File: src/rtl/hnf_rxchnl_pocq.sv
// ---------------------------------------------------------------------------
// hnf_chi_req_pkg / hnf_rxchnl_pocq
//
// CHI receive-channel front end for the HN-F. The module handles one RX
// channel. It issues link credits, accepts flits against those credits, and
// holds accepted flits in a first-word-fall-through POCQ. The head of the
// queue is offered to the request pipeline with a valid/pop handshake. While
// the link is down no new credits are granted. Outstanding credits come back
// either as normal flits or as LCrdReturn flits. A flit that arrives with no
// credit outstanding sets a sticky protocol-error flag.
//
// Parameters
//   FLIT_W    flit payload width (default: REQ flit width)
//   DEPTH     POCQ entries, power of two, 2..64
//   MAX_LCRD  maximum link credits outstanding, 1..15, <= DEPTH
//   CNT_W     occupancy counter width (derived, leave at default)
//
// Ports
//   clk               clock, all state updates on the rising edge
//   rst_n             asynchronous active-low reset
//   rxflit            incoming flit payload
//   rxflitv           incoming flit valid
//   rxflitpend        early-flit hint (advisory, not used)
//   rxflit_is_crdret  the incoming flit is an LCrdReturn
//   rxlcrdv           link-credit grant, one credit per high cycle
//   link_active       link up; credits may be granted
//   link_idle         link down and no credits outstanding (registered)
//   head_v            queue head is valid
//   head_flit         queue head payload
//   head_pop          consumer takes the head (ignored when head_v=0)
//   occupancy         number of queued entries
//   credits_out       credits granted but not yet consumed
//   proto_err         sticky: a flit arrived with no credit outstanding
// ---------------------------------------------------------------------------

package hnf_chi_req_pkg;

    // REQ flit layout as seen by the HN-F request pipeline.
    typedef struct packed {
        logic [3:0]  qos;
        logic [6:0]  tgt_id;
        logic [6:0]  src_id;
        logic [7:0]  txn_id;
        logic [6:0]  return_nid;
        logic [7:0]  return_txn_id;
        logic [5:0]  opcode;
        logic [2:0]  size;
        logic [47:0] addr;
        logic        ns;
        logic        likely_shared;
        logic        allow_retry;
        logic [1:0]  order;
        logic [3:0]  p_crd_type;
        logic [3:0]  mem_attr;
        logic        snp_attr;
        logic [4:0]  lp_id;
        logic        excl;
        logic        exp_comp_ack;
        logic        trace_tag;
    } reqflit_t;

endpackage

module hnf_rxchnl_pocq
    import hnf_chi_req_pkg::*;
#(
    parameter int FLIT_W   = $bits(reqflit_t),
    parameter int DEPTH    = 8,
    parameter int MAX_LCRD = 4,
    parameter int CNT_W    = $clog2(DEPTH + 1)
) (
    input  logic              clk,
    input  logic              rst_n,

    // link layer side
    input  logic [FLIT_W-1:0] rxflit,
    input  logic              rxflitv,
    input  logic              rxflitpend,
    input  logic              rxflit_is_crdret,
    output logic              rxlcrdv,
    input  logic              link_active,
    output logic              link_idle,

    // request pipeline side
    output logic              head_v,
    output logic [FLIT_W-1:0] head_flit,
    input  logic              head_pop,

    // status
    output logic [CNT_W-1:0]  occupancy,
    output logic [3:0]        credits_out,
    output logic              proto_err
);

    localparam int PTR_W = $clog2(DEPTH);

    // rxflitpend is only an early hint. Nothing in this block needs it.
    logic unused_rxflitpend;
    assign unused_rxflitpend = rxflitpend;

    // -----------------------------------------------------------------------
    // Storage and pointers
    // -----------------------------------------------------------------------
    logic [FLIT_W-1:0] mem [DEPTH];
    logic [PTR_W-1:0]  wp;
    logic [PTR_W-1:0]  rp;

    // -----------------------------------------------------------------------
    // Per-cycle events
    // -----------------------------------------------------------------------
    logic flit_accept;   // legal flit: consumes one credit
    logic flit_store;    // legal flit that carries a payload for the queue
    logic flit_illegal;  // flit with no credit outstanding
    logic pop;           // consumer takes a valid head
    logic grant_ok;      // a new credit may be issued on the next cycle

    assign flit_accept  = rxflitv && (credits_out != 4'd0);
    assign flit_store   = flit_accept && !rxflit_is_crdret;
    assign flit_illegal = rxflitv && (credits_out == 4'd0);
    assign pop          = head_pop && head_v;

    // Grants are judged from registered state only. A grant that is on the
    // wire this cycle (rxlcrdv=1) is not yet in credits_out, so it is counted
    // here. Without it, back-to-back grants would overshoot by one. Flits
    // consumed in this cycle only lower the true totals, so ignoring them is
    // conservative. A freed slot therefore shows up one cycle later.
    assign grant_ok = link_active
                   && (int'(credits_out) + int'(rxlcrdv) < MAX_LCRD)
                   && (int'(occupancy) + int'(credits_out) + int'(rxlcrdv) < DEPTH);

    // -----------------------------------------------------------------------
    // Queue payload
    // -----------------------------------------------------------------------
    // NOTE: the payload array has no reset. Entries are only read behind
    // head_v, so clearing them would add reset fan-out and change nothing.
    always_ff @(posedge clk) begin
        if (flit_store) begin
            mem[wp] <= rxflit;
        end
    end

    assign head_v    = (occupancy != '0);
    assign head_flit = mem[rp];

    // -----------------------------------------------------------------------
    // Pointers and occupancy
    // -----------------------------------------------------------------------
    // NOTE: all registered state uses non-blocking assignments. Every
    // always_ff block then sees the values from before the edge, whatever
    // order the blocks are evaluated in.
    always_ff @(posedge clk or negedge rst_n) begin
        if (!rst_n) begin
            wp <= '0;
            rp <= '0;
        end else begin
            // DEPTH is a power of two, so the pointers wrap naturally.
            if (flit_store) begin
                wp <= wp + PTR_W'(1);
            end
            if (pop) begin
                rp <= rp + PTR_W'(1);
            end
        end
    end

    always_ff @(posedge clk or negedge rst_n) begin
        if (!rst_n) begin
            occupancy <= '0;
        end else begin
            unique case ({flit_store, pop})
                2'b10:   occupancy <= occupancy + CNT_W'(1);
                2'b01:   occupancy <= occupancy - CNT_W'(1);
                default: occupancy <= occupancy;  // idle, or push+pop together
            endcase
        end
    end

    // -----------------------------------------------------------------------
    // Link credits
    // -----------------------------------------------------------------------
    always_ff @(posedge clk or negedge rst_n) begin
        if (!rst_n) begin
            rxlcrdv <= 1'b0;
        end else begin
            rxlcrdv <= grant_ok;
        end
    end

    // A grant on the wire this cycle becomes an outstanding credit at the
    // edge. A legal flit retires one. When both happen, the count holds.
    always_ff @(posedge clk or negedge rst_n) begin
        if (!rst_n) begin
            credits_out <= 4'd0;
        end else begin
            unique case ({rxlcrdv, flit_accept})
                2'b10:   credits_out <= credits_out + 4'd1;
                2'b01:   credits_out <= credits_out - 4'd1;
                default: credits_out <= credits_out;
            endcase
        end
    end

    // -----------------------------------------------------------------------
    // Link status and protocol error
    // -----------------------------------------------------------------------
    always_ff @(posedge clk or negedge rst_n) begin
        if (!rst_n) begin
            link_idle <= 1'b0;
        end else begin
            link_idle <= !link_active && (credits_out == 4'd0);
        end
    end

    // The illegal flit itself is dropped. flit_accept is low for it, so no
    // counter or pointer moves. Only reset clears the flag.
    always_ff @(posedge clk or negedge rst_n) begin
        if (!rst_n) begin
            proto_err <= 1'b0;
        end else if (flit_illegal) begin
            proto_err <= 1'b1;
        end
    end

endmodule

File: config.mk
export PLATFORM = sky130hd
export DESIGN_NAME = hnf_rxchnl_pocq
export DESIGN_NICKNAME = d
export VERILOG_FILES = /design/src/rtl/hnf_rxchnl_pocq.sv
export SDC_FILE = /design/constraint.sdc
export NUM_CORES = 1
export LEC_CHECK = 0
export CAP_MARGIN = 15
export CELL_PAD_IN_SITES_DETAIL_PLACEMENT = 1
export CELL_PAD_IN_SITES_GLOBAL_PLACEMENT = 1
export CORE_MARGIN = 2
export CORE_UTILIZATION = 38
export CTS_BUF_LIST = sky130_fd_sc_hd__clkbuf_8
export CTS_CLUSTER_DIAMETER = 60
export DETAILED_ROUTE_END_ITERATION = 6
export PLACE_DENSITY_LB_ADDON = 0.1
export SLEW_MARGIN = 20
export SYNTH_ARGS = -nofsm -noshare
export SYNTH_HDL_FRONTEND = slang
export SYNTH_SLANG_ARGS = --single-unit
File: constraint.sdc
create_clock -name clk -period 30.7 [get_ports clk]
set_clock_uncertainty 0.2 [all_clocks]
set_input_delay 4.605 -clock clk [delete_from_list [all_inputs] [get_ports clk]]
set_output_delay 4.605 -clock clk [all_outputs]
set_load 0.02 [all_outputs]
==> metrics.md, run 1 <==
| Metric | Value |
|---|---|
| Status | completed |
| CTS HTree Levels | 4 |
| Max IR drop VDD | 69.71 uV |
| Crit Path Class | flip-flop to output port |
| Hold/Removal Path Class | flip-flop to flip-flop |
| Peak fanout along the critical path | 47 |
| Logic pwr share | 33.5% |
| Setup Slack @ Placement | 21.20 ns |
| Async SR Flop Fraction | 1.740% |
| Max Transition Viols Final | 0 |
| DR vias | 16.77k |
| Tightest Pin Transition | 1.053 ns |
| Synth warn | 0 |
| Critical Path RT | 25.90 ns |
| Vias in the first global route | 19.15k |
| DR pass1 iterations | 4 |
| Layout area overhead | 18.35% |
| Netlist cell types | 38 |
| IO Count | 259 |
| Hold buffers post-CTS | 0 |
| Max Root-Sink Buffers | 3 |
| Synth top area share | 77.28% |
| Post-DP HPWL | 41220 um |
| Sum Neg Setup Slack | 0 ns |
| RSZ-0062 raised after global routing | no |
| Highest clock rate | 102.3 MHz |
| Synthesized area | 0.03730 mm2 |
| Crit path launch type | flip-flop |
| Largest net degree at the start of global routing | 129 |
| Port-buffer cells | 257 |
| Tcrit/Tclk final | 31.83% |
| Resized cells post-CTS | 0 |
| Detailed Route WL | 82010 um |
| Switching power | 1.251 mW |
| PwrDens | 91.82 mW/mm2 |
| Final Hold Fails | 0 |
| DRC marker count from the first detailed-route iteration | 1007 |
| Critical Path End Type | output port |
| First-pass GRT wire length | 122600 um |
| Die area | 0.1007 mm2 |
| Static Leak | 14.11 nW |
| Clock root cell | clkbuf_8 |
| Core area | 0.09699 mm2 |
| Dpl cells | 2979 |
| Number of antenna violations at the first check in global routing | 10 |
| Syn Area/Cell | 25.12 um2 |
| Layout cells sized above 1 | 29.94% |
| Clock power share | 25.4% |
| Gr usage total | 16.68% |
| Post-CTS Setup Bufs | 0 |
| Register area share after synthesis | 78.42% |
| Inserted Clock Buffers | 166 |
| Row count | 114 |
| Clock insertion delay at the later pin of the skew report | 0.82 ns |
| EDFF count, synth | 960 |
| Syn Inst Count | 1485 |
| DR DRC count | 0 |
| Final nets | 2012 |
| Die Ht | 317.3 um |
| Yosys top cell by area | edfxtp_1 |
| Top FF cell, synth | edfxtp_1 |
| Largest cells by area after synthesis | edfxtp_1 77%, mux4_2 14%, mux2_2 3.0% |
| Fin cells | 3266 |
| Initial Util | 38.46% |
| Relative slew margins | 29.79% |
| CTS clk-pin slew, worst paths | 0.06 ns |
| Internal power | 2.803 mW |
| Antenna Nets Post-Route | 0 |
| Setup-failing EPs final | 0 |
| Clock Sinks | 977 |
| DIE WIDTH | 317.3 um |
| Total global routing overflow | 0 |
| Sequential cell fraction of total power | 41.1% |
| Synthesized flop and latch total | 977 |
| Worst EP arrival | 4.97 ns |
| TritonCTS clock tree | yes |
| Via density per instance | 5.133 |
| Final min period | 9.773 ns |
| Net Count, Synth | 1625 |
| Switching portion of total power | 30.85% |
| Drt wl/cell | 25.11 um |
| Routability cong. | 0.6875 |
| Final worst slack | 20.93 ns |
| Max Cap Viol | 0 |
-- Yosys cell counts (3+ instances only) --
cell      count
nor2_1        4
nand2_1       5
mux2_2      101
xnor2_1       5
nor4_1        4
nor3_1        4
buf_8         7
ha_1         12
inv_1         7
clkbuf_1     20
mux4_2      240
a21o_1        4
xor2_1        6
nand3_1       3
buf_12       14
edfxtp_1    960
mux2_4       21
dfrtp_1      17
a21oi_1       4
buf_2        25
nand2b_1      3
-- area by class of cell --
cell class	instances	area, um2
Clock buffer	172	2367
Timing Repair Buffer	286	2877
Clock inverter	111	529.3
Sequential cell	977	29260
Tap cell	1276	1597
Antenna cell	3	7.507
Inverter	7	26.28
Fill cell	8818	52840
Multi-Input combinational cell	434	7483
-- cell families after synthesis --
logic type | after synthesis | share of synthesized area (%)
multiplexers | 364 | 18.44
AO/OA/AOI/OAI | 14 | 0.2616
XOR/XNOR | 11 | 0.2583
flip-flops | 977 | 78.42
buffers and inverters | 74 | 1.670
AND/OR/NAND/NOR | 32 | 0.4964
adder cells (fa/ha/maj) | 13 | 0.4561
-- layer usage --
metal	part of all wire [%]	vias up	GRT usage [%]
met1	42	9044	21.39
met2	51	357	27.89
li1	-	7181	-
met3	4.7	170	4.141
met5	0.10	-	0
met4	2.2	14	5.506
-- through the flow --
stage / cell area [um2] / util [%] / power (mW) / hold WS, ns
after global routing: 44150 / 45.52 / 4.262 / 0.3026
after CTS: 44110 / 45.48 / 4.143 / 0.2579
after floorplan: 37300 / - / 2.612 / 0.3250
after global placement: 41210 / 42.49 / 3.078 / 0.2459
after detailed placement: 41220 / 42.49 / 3.090 / 0.2439
final: 44150 / 45.52 / 4.054 / 0.2536
-- sequential cells by signal, summed over array words and instances (netlist names) --
register	cells
rp	3
link_idle	1
wp	3
credits_out	4
occupancy	4
mem	960
rxlcrdv	1
proto_err	1
-- power by group through the flow --
stage / Clock [mW] / Sequential (mW) / Combinational, mW
2_1_floorplan: 0 / 1.66 / 0.949
3_3_place_gp: 0 / 1.69 / 1.39
3_5_place_dp: 0 / 1.70 / 1.39
4_1_cts: 1.07 / 1.67 / 1.40
5_1_grt: 1.13 / 1.68 / 1.46
6_report: 1.03 / 1.66 / 1.36
-- worst max-delay path, stage by stage, from the launching register on --
cell and delay, ns:
dfrtp_4 1.03, buf_6 0.67, buf_4 0.88, mux4_2 0.61
mux2_2 0.29, clkdlybuf4s50_1 0.57
-- final timing paths --
| check | from | to | cells past startpoint | slack, ns |
|---|---|---|---|---|
| worst max register to register | credits_out[0] | mem[4][12] | 6 | 26.47 |
| worst min-delay path | proto_err | proto_err | 1 | 0.25 |
| worst max-delay path | rp[0] | head_flit[90] | 5 | 20.93 |
| min in group asynchronous | rst_n | link_idle | 1 | 4.06 |
| max in group asynchronous | rst_n | rp[1] | 1 | 25.61 |
| worst min register to register | proto_err | proto_err | 1 | 0.25 |
-- cells in the final DEF (no fill, tap or decap), types with 4 or more instances in the layout --
master             n
a21o_1             4
a21oi_1            4
buf_12             5
buf_4             22
clkbuf_8         172
clkdlybuf4s50_1  257
clkinv_1          29
clkinv_2           5
clkinvlp_4         6
dfrtp_1           14
edfxtp_1         960
ha_1              12
inv_1             69
inv_8              4
mux2_2           101
mux2_4            21
mux4_2           240
nand2_1            5
xnor2_1            5
xor2_1             6
No activity file was read; power rests on OpenSTA's default activity.
==> inputs of run 2 (changes only) <==
==> constraint.sdc (replaced) <==
create_clock -name clk -period 9.92 [get_ports clk]
set_clock_uncertainty 0.2 [all_clocks]
set_input_delay 1.488 -clock clk [delete_from_list [all_inputs] [get_ports clk]]
set_output_delay 1.488 -clock clk [all_outputs]
set_load 0.02 [all_outputs]
==> metrics.md, run 2 (synthesis results as in run 1) <==
| Metric | Value |
|---|---|
| Max IR drop VDD | 227.6 uV (was 69.71 uV) |
| Inserted Clock Buffers | 166 (unchanged) |
| DR vias | 16.66k (was 16.77k) |
| CTS clk-pin slew, worst paths | 0.06 ns (about the same) |
| Max Transition Viols Final | 0 (unchanged) |
| Hold buffers post-CTS | 0 (unchanged) |
| Internal power | 8.649 mW (was 2.803 mW) |
| Reg2Reg Depth | 6 (unchanged) |
| Vias in the first global route | 18.91k (was 19.15k) |
| DR pass1 iterations | 5 (was 4) |
| Final min period | 6.121 ns |
| Clock root cell | clkbuf_8 (unchanged) |
| Max Root-Sink Buffers | 3 (unchanged) |
| Die Ht | 317.3 um (unchanged) |
| Layout cells sized above 1 | 29.55% (was 29.94%) |
| RR Endpoint | mem[3][22] (was mem[4][12]) |
| Detailed Route WL | 81630 um (was 82010 um) |
| Logic pwr share | 33.8% (was 33.5%) |
| Highest clock rate | 163.4 MHz |
| Commonest non-fill, non-tap cell in the layout | edfxtp_1 (unchanged) |
| Drt wl/cell | 25.05 um (was 25.11 um) |
| Layout area overhead | 18.22% (was 18.35%) |
| Final nets | 2004 (was 2012) |
| Hold/Removal Path Class | flip-flop to flip-flop (unchanged) |
| Relative slew margins | 24.89% (was 29.79%) |
| Final worst slack | 3.799 ns (was 20.93 ns) |
| Start of the worst register-to-register path | credits_out[1] (was credits_out[0]) |
| Top flop regs | mem: 960 flops, credits_out: 4 flops, occupancy: 4 flops (unchanged) |
| Fillers | 8861 (was 8818) |
| First-pass GRT wire length | 120800 um (was 122600 um) |
| Tcrit/Tclk final | 61.71% |
| Post-CTS Setup Bufs | 0 (unchanged) |
| Static Leak | 14.08 nW (was 14.11 nW) |
| Worst EP arrival | 4.43 ns (was 4.97 ns) |
| Via density per instance | 5.112 (was 5.133) |
| Crit Path Class | flip-flop to output port (unchanged) |
| TritonCTS clock tree | yes (unchanged) |
| Min-Delay Endpoint | proto_err (unchanged) |
| Design area | 0.04410 mm2 (was 0.04415 mm2) |
| Routability cong. | 0.6955 (was 0.6875) |
| Number of flip-flops in the largest register | 960 (unchanged) |
| Status | completed (unchanged) |
| Switching power | 3.855 mW (was 1.251 mW) |
| Most flops, register | mem (unchanged) |
| Power Total | 12.50 mW (was 4.054 mW) |
| IO Count | 259 (unchanged) |
| CTS HTree Levels | 4 (unchanged) |
| Most frequent cells in the layout | 960 x edfxtp_1, 257 x clkdlybuf4s50_1, 240 x mux4_2, 169 x clkbuf_8, 101 x mux2_2 (was 960 x edfxtp_1, 257 x clkdlybuf4s50_1, 240 x mux4_2, 172 x clkbuf_8, 101 x mux2_2) |
| Fin cells | 3259 (was 3266) |
| Initial Util | 38.46% (unchanged) |
| Largest net degree at the start of global routing | 125 (was 129) |
| Worst Hold Launch | proto_err (unchanged) |
| Core area | 0.09699 mm2 (unchanged) |
| Max Cap Viol | 0 (unchanged) |
| Antenna Nets Post-Route | 0 (unchanged) |
| Resized cells post-CTS | 0 (unchanged) |
| Dpl cells | 2972 (was 2979) |
| Sequential cell fraction of total power | 41.0% (was 41.1%) |
| Clock insertion delay at the later pin of the skew report | 0.80 ns (was 0.82 ns) |
| Setup-failing EPs final | 0 (unchanged) |
| Clock Sinks | 977 (unchanged) |
| Gr usage total | 16.55% (was 16.68%) |
| Crit path launch type | flip-flop (unchanged) |
| DR DRC count | 0 (unchanged) |
| Clock power share | 25.2% (was 25.4%) |
| Port-buffer cells | 257 (unchanged) |
| DIE WIDTH | 317.3 um (unchanged) |
| Multi-input gate area | 0.007492 mm2 (was 0.007483 mm2) |
| Total global routing overflow | 0 (unchanged) |
| RSZ-0062 raised after global routing | no (unchanged) |
| FF-to-FF setup slack | 6.07 ns (was 26.47 ns) |
| DRC marker count from the first detailed-route iteration | 1105 (was 1007) |
| Die area | 0.1007 mm2 (unchanged) |
| Row count | 114 (unchanged) |
| Register area | 0.02926 mm2 (unchanged) |
| Switching portion of total power | 30.83% (was 30.85%) |
| Post-DP HPWL | 39430 um (was 41220 um) |
| Setup Slack @ Placement | 4.478 ns (was 21.20 ns) |
| Number of antenna violations at the first check in global routing | 13 (was 10) |
| Peak fanout along the critical path | 98 (was 47) |
| Final Hold Fails | 0 (unchanged) |
| Critical Path End Type | output port (unchanged) |
| PwrDens | 283.5 mW/mm2 (was 91.82 mW/mm2) |
| Worst hold path cell count | 1 (unchanged) |
| Tightest Pin Transition | 1.127 ns (was 1.053 ns) |
| Critical Path RT | 8.23 ns (was 25.90 ns) |
| Area after DPL | 0.04122 mm2 (about the same) |
[run 2: through the flow]
| stage | hold slack, ns | utilization, % | TNS, ns |
|---|---|---|---|
| floorplan | 0.3410 | - | -428.70 |
| global placement | 0.2390 | 42.50 | 0 |
| detailed placement | 0.2613 | 42.50 | 0 |
| CTS | 0.2809 | 45.46 | 0 |
| global route | 0.2993 | 45.47 | 0 |
| finish | 0.2793 | 45.47 | 0 |
[run 2: cell type report]
cell class | instances | share of cell area, %
flip-flops and latches | 977 | 66.36
inverters | 7 | 0.05958
multi-input cells | 434 | 16.99
diodes | 3 | 0.01702
repair buffers | 278 | 6.446
clock buffers | 169 | 5.274
well taps | 1276 | 3.620
clock inverters | 115 | 1.234
[run 2: worst max-delay path by stage]
stage                                start       endpoint
final                                rp[0]  head_flit[99]
after CTS                            rp[0]  head_flit[99]
after floorplan           rxflit_is_crdret      mem[2][0]
after detailed placement             rp[0]  head_flit[99]
after global placement               rp[0]  head_flit[99]
after global routing                 rp[0]  head_flit[99]
[run 2: per-layer routing]
metal	track usage [%]	routed length, um	vias to the layer above
met3	4.441	4170	145
met2	26.97	40590	359
met5	0	122	-
li1	-	-	7167
met4	5.538	1722	20
met1	21.60	35020	8970
[run 2: power groups by stage]
stage | logic, mW | registers, mW | clock network, mW
6_report | 4.22 | 5.13 | 3.16
3_5_place_dp | 4.34 | 5.22 | 0
3_3_place_gp | 4.33 | 5.20 | 0
4_1_cts | 4.36 | 5.14 | 3.29
5_1_grt | 4.52 | 5.17 | 3.46
2_1_floorplan | 2.94 | 5.13 | 0
[run 2: worst max-delay path, stage by stage, from the launching register on]
cell             delay (ns)
dfrtp_4                0.80
buf_12                 0.68
buf_4                  0.56
mux4_2                 0.57
mux2_2                 0.30
clkdlybuf4s50_1        0.56
==> RTL change 1 (config.mk and constraints of run 2) <==
Make the reset (`rst_n`) synchronous in 6 clocked blocks. Comments in the files are not updated.
--- a/src/rtl/hnf_rxchnl_pocq.sv
+++ b/src/rtl/hnf_rxchnl_pocq.sv
@@ -148,7 +148,7 @@
     // NOTE: all registered state uses non-blocking assignments. Every
     // always_ff block then sees the values from before the edge, whatever
     // order the blocks are evaluated in.
-    always_ff @(posedge clk or negedge rst_n) begin
+    always_ff @(posedge clk) begin
         if (!rst_n) begin
             wp <= '0;
             rp <= '0;
@@ -163,7 +163,7 @@
         end
     end
 
-    always_ff @(posedge clk or negedge rst_n) begin
+    always_ff @(posedge clk) begin
         if (!rst_n) begin
             occupancy <= '0;
         end else begin
@@ -178,7 +178,7 @@
     // -----------------------------------------------------------------------
     // Link credits
     // -----------------------------------------------------------------------
-    always_ff @(posedge clk or negedge rst_n) begin
+    always_ff @(posedge clk) begin
         if (!rst_n) begin
             rxlcrdv <= 1'b0;
         end else begin
@@ -188,7 +188,7 @@
 
     // A grant on the wire this cycle becomes an outstanding credit at the
     // edge. A legal flit retires one. When both happen, the count holds.
-    always_ff @(posedge clk or negedge rst_n) begin
+    always_ff @(posedge clk) begin
         if (!rst_n) begin
             credits_out <= 4'd0;
         end else begin
@@ -203,7 +203,7 @@
     // -----------------------------------------------------------------------
     // Link status and protocol error
     // -----------------------------------------------------------------------
-    always_ff @(posedge clk or negedge rst_n) begin
+    always_ff @(posedge clk) begin
         if (!rst_n) begin
             link_idle <= 1'b0;
         end else begin
@@ -213,7 +213,7 @@
 
     // The illegal flit itself is dropped. flit_accept is low for it, so no
     // counter or pointer moves. Only reset clears the flag.
-    always_ff @(posedge clk or negedge rst_n) begin
+    always_ff @(posedge clk) begin
         if (!rst_n) begin
             proto_err <= 1'b0;
         end else if (flit_illegal) begin
Function: differs if rst_n is asserted again (counterexample within 4 cycles, from zero or initial values and one cycle with rst_n low); with rst_n held inactive, the same outputs for 4 cycles.
==> RTL change 1 against run 2 <==
Global-route usage increased by 0.095 points; worst setup slack improved by 0.29 ns; area after synthesis increased by 1.0%; routed wire length increased by 1.4%; design area increased by 1.5%; register-to-register slack got worse by 0.30 ns; sequential cell count increased by 3; largest cell class unchanged.
Power is not compared: it rests on default switching activity, and its combinational part moved more than twofold at a synthesized area within 25%.
==> RTL change 1: results (changes against run 2) <==
# fillers -> 9012 (+1.7%)
CP Data Arrival Time -> 4.15 ns (-0.28 ns)
Worst-margin pin slew -> 1.09 ns (-0.0401 ns)
Pre-antenna DRT Iters -> 4 (-1)
Final hold slack -> 0.290 ns (+0.0103 ns)
Met2 Usage GRT -> 28.1% (+1.1 points)
Min-Delay Startpoint -> rp[1]
Global-route total usage across every layer -> 16.6% (+0.095 points)
DP Worst Slack -> 4.50 ns (+0.0202 ns)
Detail Placement HPWL -> 42.2 mm (+7.0%)
Via count of the first global-routing pass -> 19300 (+1.9%)
Met1 Use GR -> 21.0% (-0.56 points)
Post-synth EDFFs -> 960 (unchanged)
Mean area per synthesized cell -> 24.9 um^2 (-0.76%)
Clock buffers created by TritonCTS -> 166 (unchanged)
Placed Instances -> 3016 (+1.5%)
Reg-to-reg endpoint -> mem[5][42]
Worst-path fanout max -> 97 (-1.0%)
Post-synth top cells -> sky130_fd_sc_hd__edfxtp_1 (960), sky130_fd_sc_hd__mux4_2 (136), sky130_fd_sc_hd__mux2_2 (120)
Largest net degree at the start of global routing -> 141 (+13%)
Peak supply drop -> 0.000134 V
Number of violations reported at the end of detailed-routing iteration 0 -> 929 (-16%)
Reg-to-reg setup timing slack -> 5.77 ns (-0.30 ns)
Vias -> 17000 (+2.1%)
Mapped Nets -> 1651 (+1.6%)
Worst hold path cell count -> 2 (+1)
Leading cell types by total area after synthesis -> sky130_fd_sc_hd__edfxtp_1 (76%), sky130_fd_sc_hd__mux4_2 (8.1%), sky130_fd_sc_hd__mux4_1 (7.2%)
Routed wl met3 -> 3.93 mm (-5.8%)
Met2 routed WL -> 42.1 mm (+3.8%)
Number of antenna violations at the first check in global routing -> 7 (-6)
Largest regs -> mem x960, credits_out x4, occupancy x4
Met3 usage -> 4.28% (-0.16 points)
Sequential-to-total area share from yosys stat -> 77.5% (-0.88 points)
Nets@finish -> 2036 (+1.6%)
Synth cell types -> 38 (unchanged)
Met1 WL -> 34.9 mm (-0.35%)
Wire length of the first global-routing pass -> 125 mm (+3.2%)
CTS max path bufs -> 3 (unchanged)
Reg-to-reg startpoint -> credits_out[1]
Gpl congestion -> 0.669 (-3.8%)
Average via count per standard cell -> 5.12 (+0.18%)
Clk root buf -> sky130_fd_sc_hd__clkbuf_8
Post-cts resize count -> 0 (unchanged)
Final wirelength -> 82.8 mm (+1.4%)
Clock edge transition at the registers on the reported setup and hold paths -> 0.06 ns (about the same)
Skew-Pair Late Insertion Delay -> 0.81 ns
Area of placed instances -> 0.0416 mm^2 (+0.98%)
Area of the multi-input gates -> 0.00791 mm^2 (+5.6%)
Final setup margin -> 4.09 ns (+0.287 ns)
Fraction of registers with async set or reset after synthesis -> 0% (-1.7 points)
Layout cells sized above 1 -> 25.3% (-4.2 points)
Status -> complete, no violations
Min-delay worst type -> register to register
Maximum level of the CTS H-tree -> 4 (unchanged)
==> RTL change 1: cell types whose count changed in the layout (fill, tap and decap cells not counted), sizes merged, moves of 4 or more <==
cell	delta
a21boi	+5
o21ai	+4
buf	+10
inv	-28
dfrtp	-17
nand2	+5
bufinv	+6
and2	+7
dfxtp	+20
clkinv	+35
==> RTL change 1: critical path, cell delays in order, from the launching register on <==
cell                              delay [ns]
sky130_fd_sc_hd__dfxtp_4                1.00
sky130_fd_sc_hd__buf_12                 0.65
sky130_fd_sc_hd__mux4_1                 0.64
sky130_fd_sc_hd__mux2_2                 0.27
sky130_fd_sc_hd__clkdlybuf4s50_1        0.62
==> RTL change 1: report_power, final <==
group / total (mW) / internal [mW] / switching [mW]
sequential: 4.79 / 4.69 / 0.0937
combinational: 1.84 / 0.958 / 0.881
clock: 3.39 / 1.80 / 1.59
total: 10.0 / 7.45 / 2.56
==> RTL change 1: kinds of logic after synthesis <==
logic type / Yosys count / share of synthesized area (%)
compound gates: 19 / 0.319
fa+ha+maj: 12 / 0.398
mux: 364 / 19.1
flops: 980 / 77.5
simple gates: 54 / 0.826
buf+inv: 74 / 1.64
xor+xnor: 9 / 0.209
==> RTL change 1: cell type report <==
class                   count  area share (%)
repair buffers            288            6.38
clock inverters           133            1.70
inverters                   3          0.0252
well taps                1287            3.60
clock buffers             172            5.29
flip-flops and latches    980            65.3
diodes                      2          0.0112
multi-input cells         458            17.7
==> RTL change 1: worst max path at each step <==
stage / from / end / depth (start not counted)
after floorplan: rxflit_is_crdret / mem[2][0] / 3
after global placement: rxflitv / mem[5][48] / 6
after detailed placement: rxflitv / mem[5][42] / 6
after CTS: register / head_flit[49] / 4
after global routing: register / head_flit[56] / 4
final: register / head_flit[106] / 4
==> RTL change 2 (settings of run 2) <==
Made on the original files. Change the parameter `DEPTH` from 8 to 4.
--- a/src/rtl/hnf_rxchnl_pocq.sv
+++ b/src/rtl/hnf_rxchnl_pocq.sv
@@ -65,7 +65,7 @@
     import hnf_chi_req_pkg::*;
 #(
     parameter int FLIT_W   = $bits(reqflit_t),
-    parameter int DEPTH    = 8,
+    parameter int DEPTH    = 4,
     parameter int MAX_LCRD = 4,
     parameter int CNT_W    = $clog2(DEPTH + 1)
 ) (
Interface: changed (resized occupancy); port bits go from 259 to 258. The function was not compared with the original's and may differ.
==> RTL change 2 against run 2 <==
Combinational power fell by 48%; design area fell by 48%; routed wire length fell by 53%; area after synthesis fell by 52%; worst setup slack improved by 0.54 ns; sequential cell count fell by 483; total power fell by 48%; first-iteration DRC count fell by 60%.
==> RTL change 2: results (changes against run 2) <==
Adder and majority cell fraction of the synthesized area -> 0.871% (+0.42 points)
Gpl congestion -> 0.672 (-3.5%)
Maximum level of the CTS H-tree -> 3 (-1)
Largest net degree at the start of global routing -> 53 (-58%)
Largest regs -> mem x480, credits_out x4, occupancy x3
Vias -> 8428 (-49%)
Number of antenna violations at the first check in global routing -> 6 (-7)
Mapped Nets -> 842 (-48%)
Routed len/inst -> 22.6 um (-9.7%)
Worst-margin pin slew -> 0.871 ns (-0.255 ns)
Termination of the worst setup path -> head_flit[37]
Nets@finish -> 1170 (-42%)
CP Data Arrival Time -> 3.89 ns (-0.54 ns)
Leakage component of the power -> 7.48 nW (-47%)
Fraction of registers with async set or reset after synthesis -> 2.83% (+1.1 points)
Skew-Pair Late Insertion Delay -> 0.64 ns (-0.16 ns)
Reg-to-reg startpoint -> credits_out[2]
Max Freq -> 0.179 GHz (+9.7%)
Reg-to-reg endpoint -> mem[0][39]
Sequential-to-total area share from yosys stat -> 81.6% (+3.2 points)
Post-synth top cells -> sky130_fd_sc_hd__edfxtp_1 (480), sky130_fd_sc_hd__mux4_2 (120), sky130_fd_sc_hd__dfrtp_1 (14)
Worst-path fanout max -> 46 (-53%)
Layout cells sized above 1 -> 22.6% (-6.9 points)
Leading cell types by total area after synthesis -> sky130_fd_sc_hd__edfxtp_1 (80%), sky130_fd_sc_hd__mux4_2 (15%), sky130_fd_sc_hd__dfrtp_1 (1.9%)
Status -> complete, no violations
Critical path origin -> rp[1]
Synth cell types -> 29 (-24%)
Post-synth EDFFs -> 480 (-50%)
Detail Placement HPWL -> 22.6 mm (-43%)
Area fraction in compound gates after synthesis -> 0.304% (+0.043 points)
Clock buffers created by TritonCTS -> 84 (-49%)
Xor and xnor area share after synthesis -> 0.581% (+0.32 points)
Pre-antenna DRT Iters -> 4 (-1)
Number of violations reported at the end of detailed-routing iteration 0 -> 437 (-60%)
Area of placed instances -> 0.0214 mm^2 (-48%)
DP Worst Slack -> 4.77 ns (+0.295 ns)
Mux share of post-synthesis cell area -> 15.1% (-3.4 points)
Via count of the first global-routing pass -> 9478 (-50%)
Number of I/O port buffers -> 256 (-0.39%)
-- RTL change 2: cell count changes in the layout (fill, tap and decap cells not counted), moves of 5 or more --
cell	delta
sky130_fd_sc_hd__edfxtp_1	-480
sky130_fd_sc_hd__mux4_2	-120
sky130_fd_sc_hd__mux2_2	-100
sky130_fd_sc_hd__clkbuf_8	-82
sky130_fd_sc_hd__inv_1	-34
sky130_fd_sc_hd__mux2_4	-20
sky130_fd_sc_hd__clkinv_1	-10
sky130_fd_sc_hd__buf_12	-9
sky130_fd_sc_hd__and2_4	+5
sky130_fd_sc_hd__inv_8	-5
-- RTL change 2: how the worst min path moves through the flow --
stage | start | end | slack (ns) | depth (start not counted)
floorplan | wp[1] | wp[1] | 0.33 | 1
global placement | proto_err | proto_err | 0.26 | 1
detailed placement | proto_err | proto_err | 0.27 | 1
CTS | proto_err | proto_err | 0.29 | 1
global route | proto_err | proto_err | 0.32 | 1
finish | proto_err | proto_err | 0.28 | 1
-- RTL change 2: area by class of cell --
type                    instances  area, um^2  area share [%]
multi-input cells             174        3180            13.9
flip-flops and latches        494       14800            64.5
clock inverters                65         303            1.32
well taps                     607         759            3.32
repair buffers                269        2660            11.6
diodes                          2        5.00          0.0218
clock buffers                  87        1200            5.23
inverters                       8        30.0           0.131
-- RTL change 2: logic make-up (layout without fill, tap and decap cells) --
kind of cell	Yosys count	after routing
xor+xnor	12	12
simple gates	19	19
fa+ha+maj	12	12
other cells	0	2
compound gates	9	9
flops	494	494
mux	122	122
buf+inv	35	429
-- RTL change 2: power by group --
part	internal, mW	leakage (nW)	switching, mW
clock network	0.839	0.873	0.793
registers	2.55	4.52	0.133
logic	1.09	2.08	1.12
total	4.48	7.48	2.04
-- RTL change 2: critical path: stages (launching register included) --
cell and delay, ns:
sky130_fd_sc_hd__dfrtp_4 0.80, sky130_fd_sc_hd__buf_4 0.70, sky130_fd_sc_hd__buf_4 0.69, sky130_fd_sc_hd__mux4_2 0.41, sky130_fd_sc_hd__clkdlybuf4s50_1 0.62
-- RTL change 2: routing by layer --
metal	track usage [%]	up-vias	routed length (um)
li1	-	3686	-
met1	20.2	4454	16000
met2	25.4	225	18700
met3	6.32	57	3150
met4	5.78	6	685
met5	0	-	44
-- RTL change 2: stage by stage --
step / utilization [%] / instances
6_report: 49.0 / 1706
5_1_grt: 49.0 / 1704
4_1_cts: 49.0 / 1704
3_5_place_dp: 45.8 / 1552
3_3_place_gp: 45.8 / 1552
2_1_floorplan: - / 703
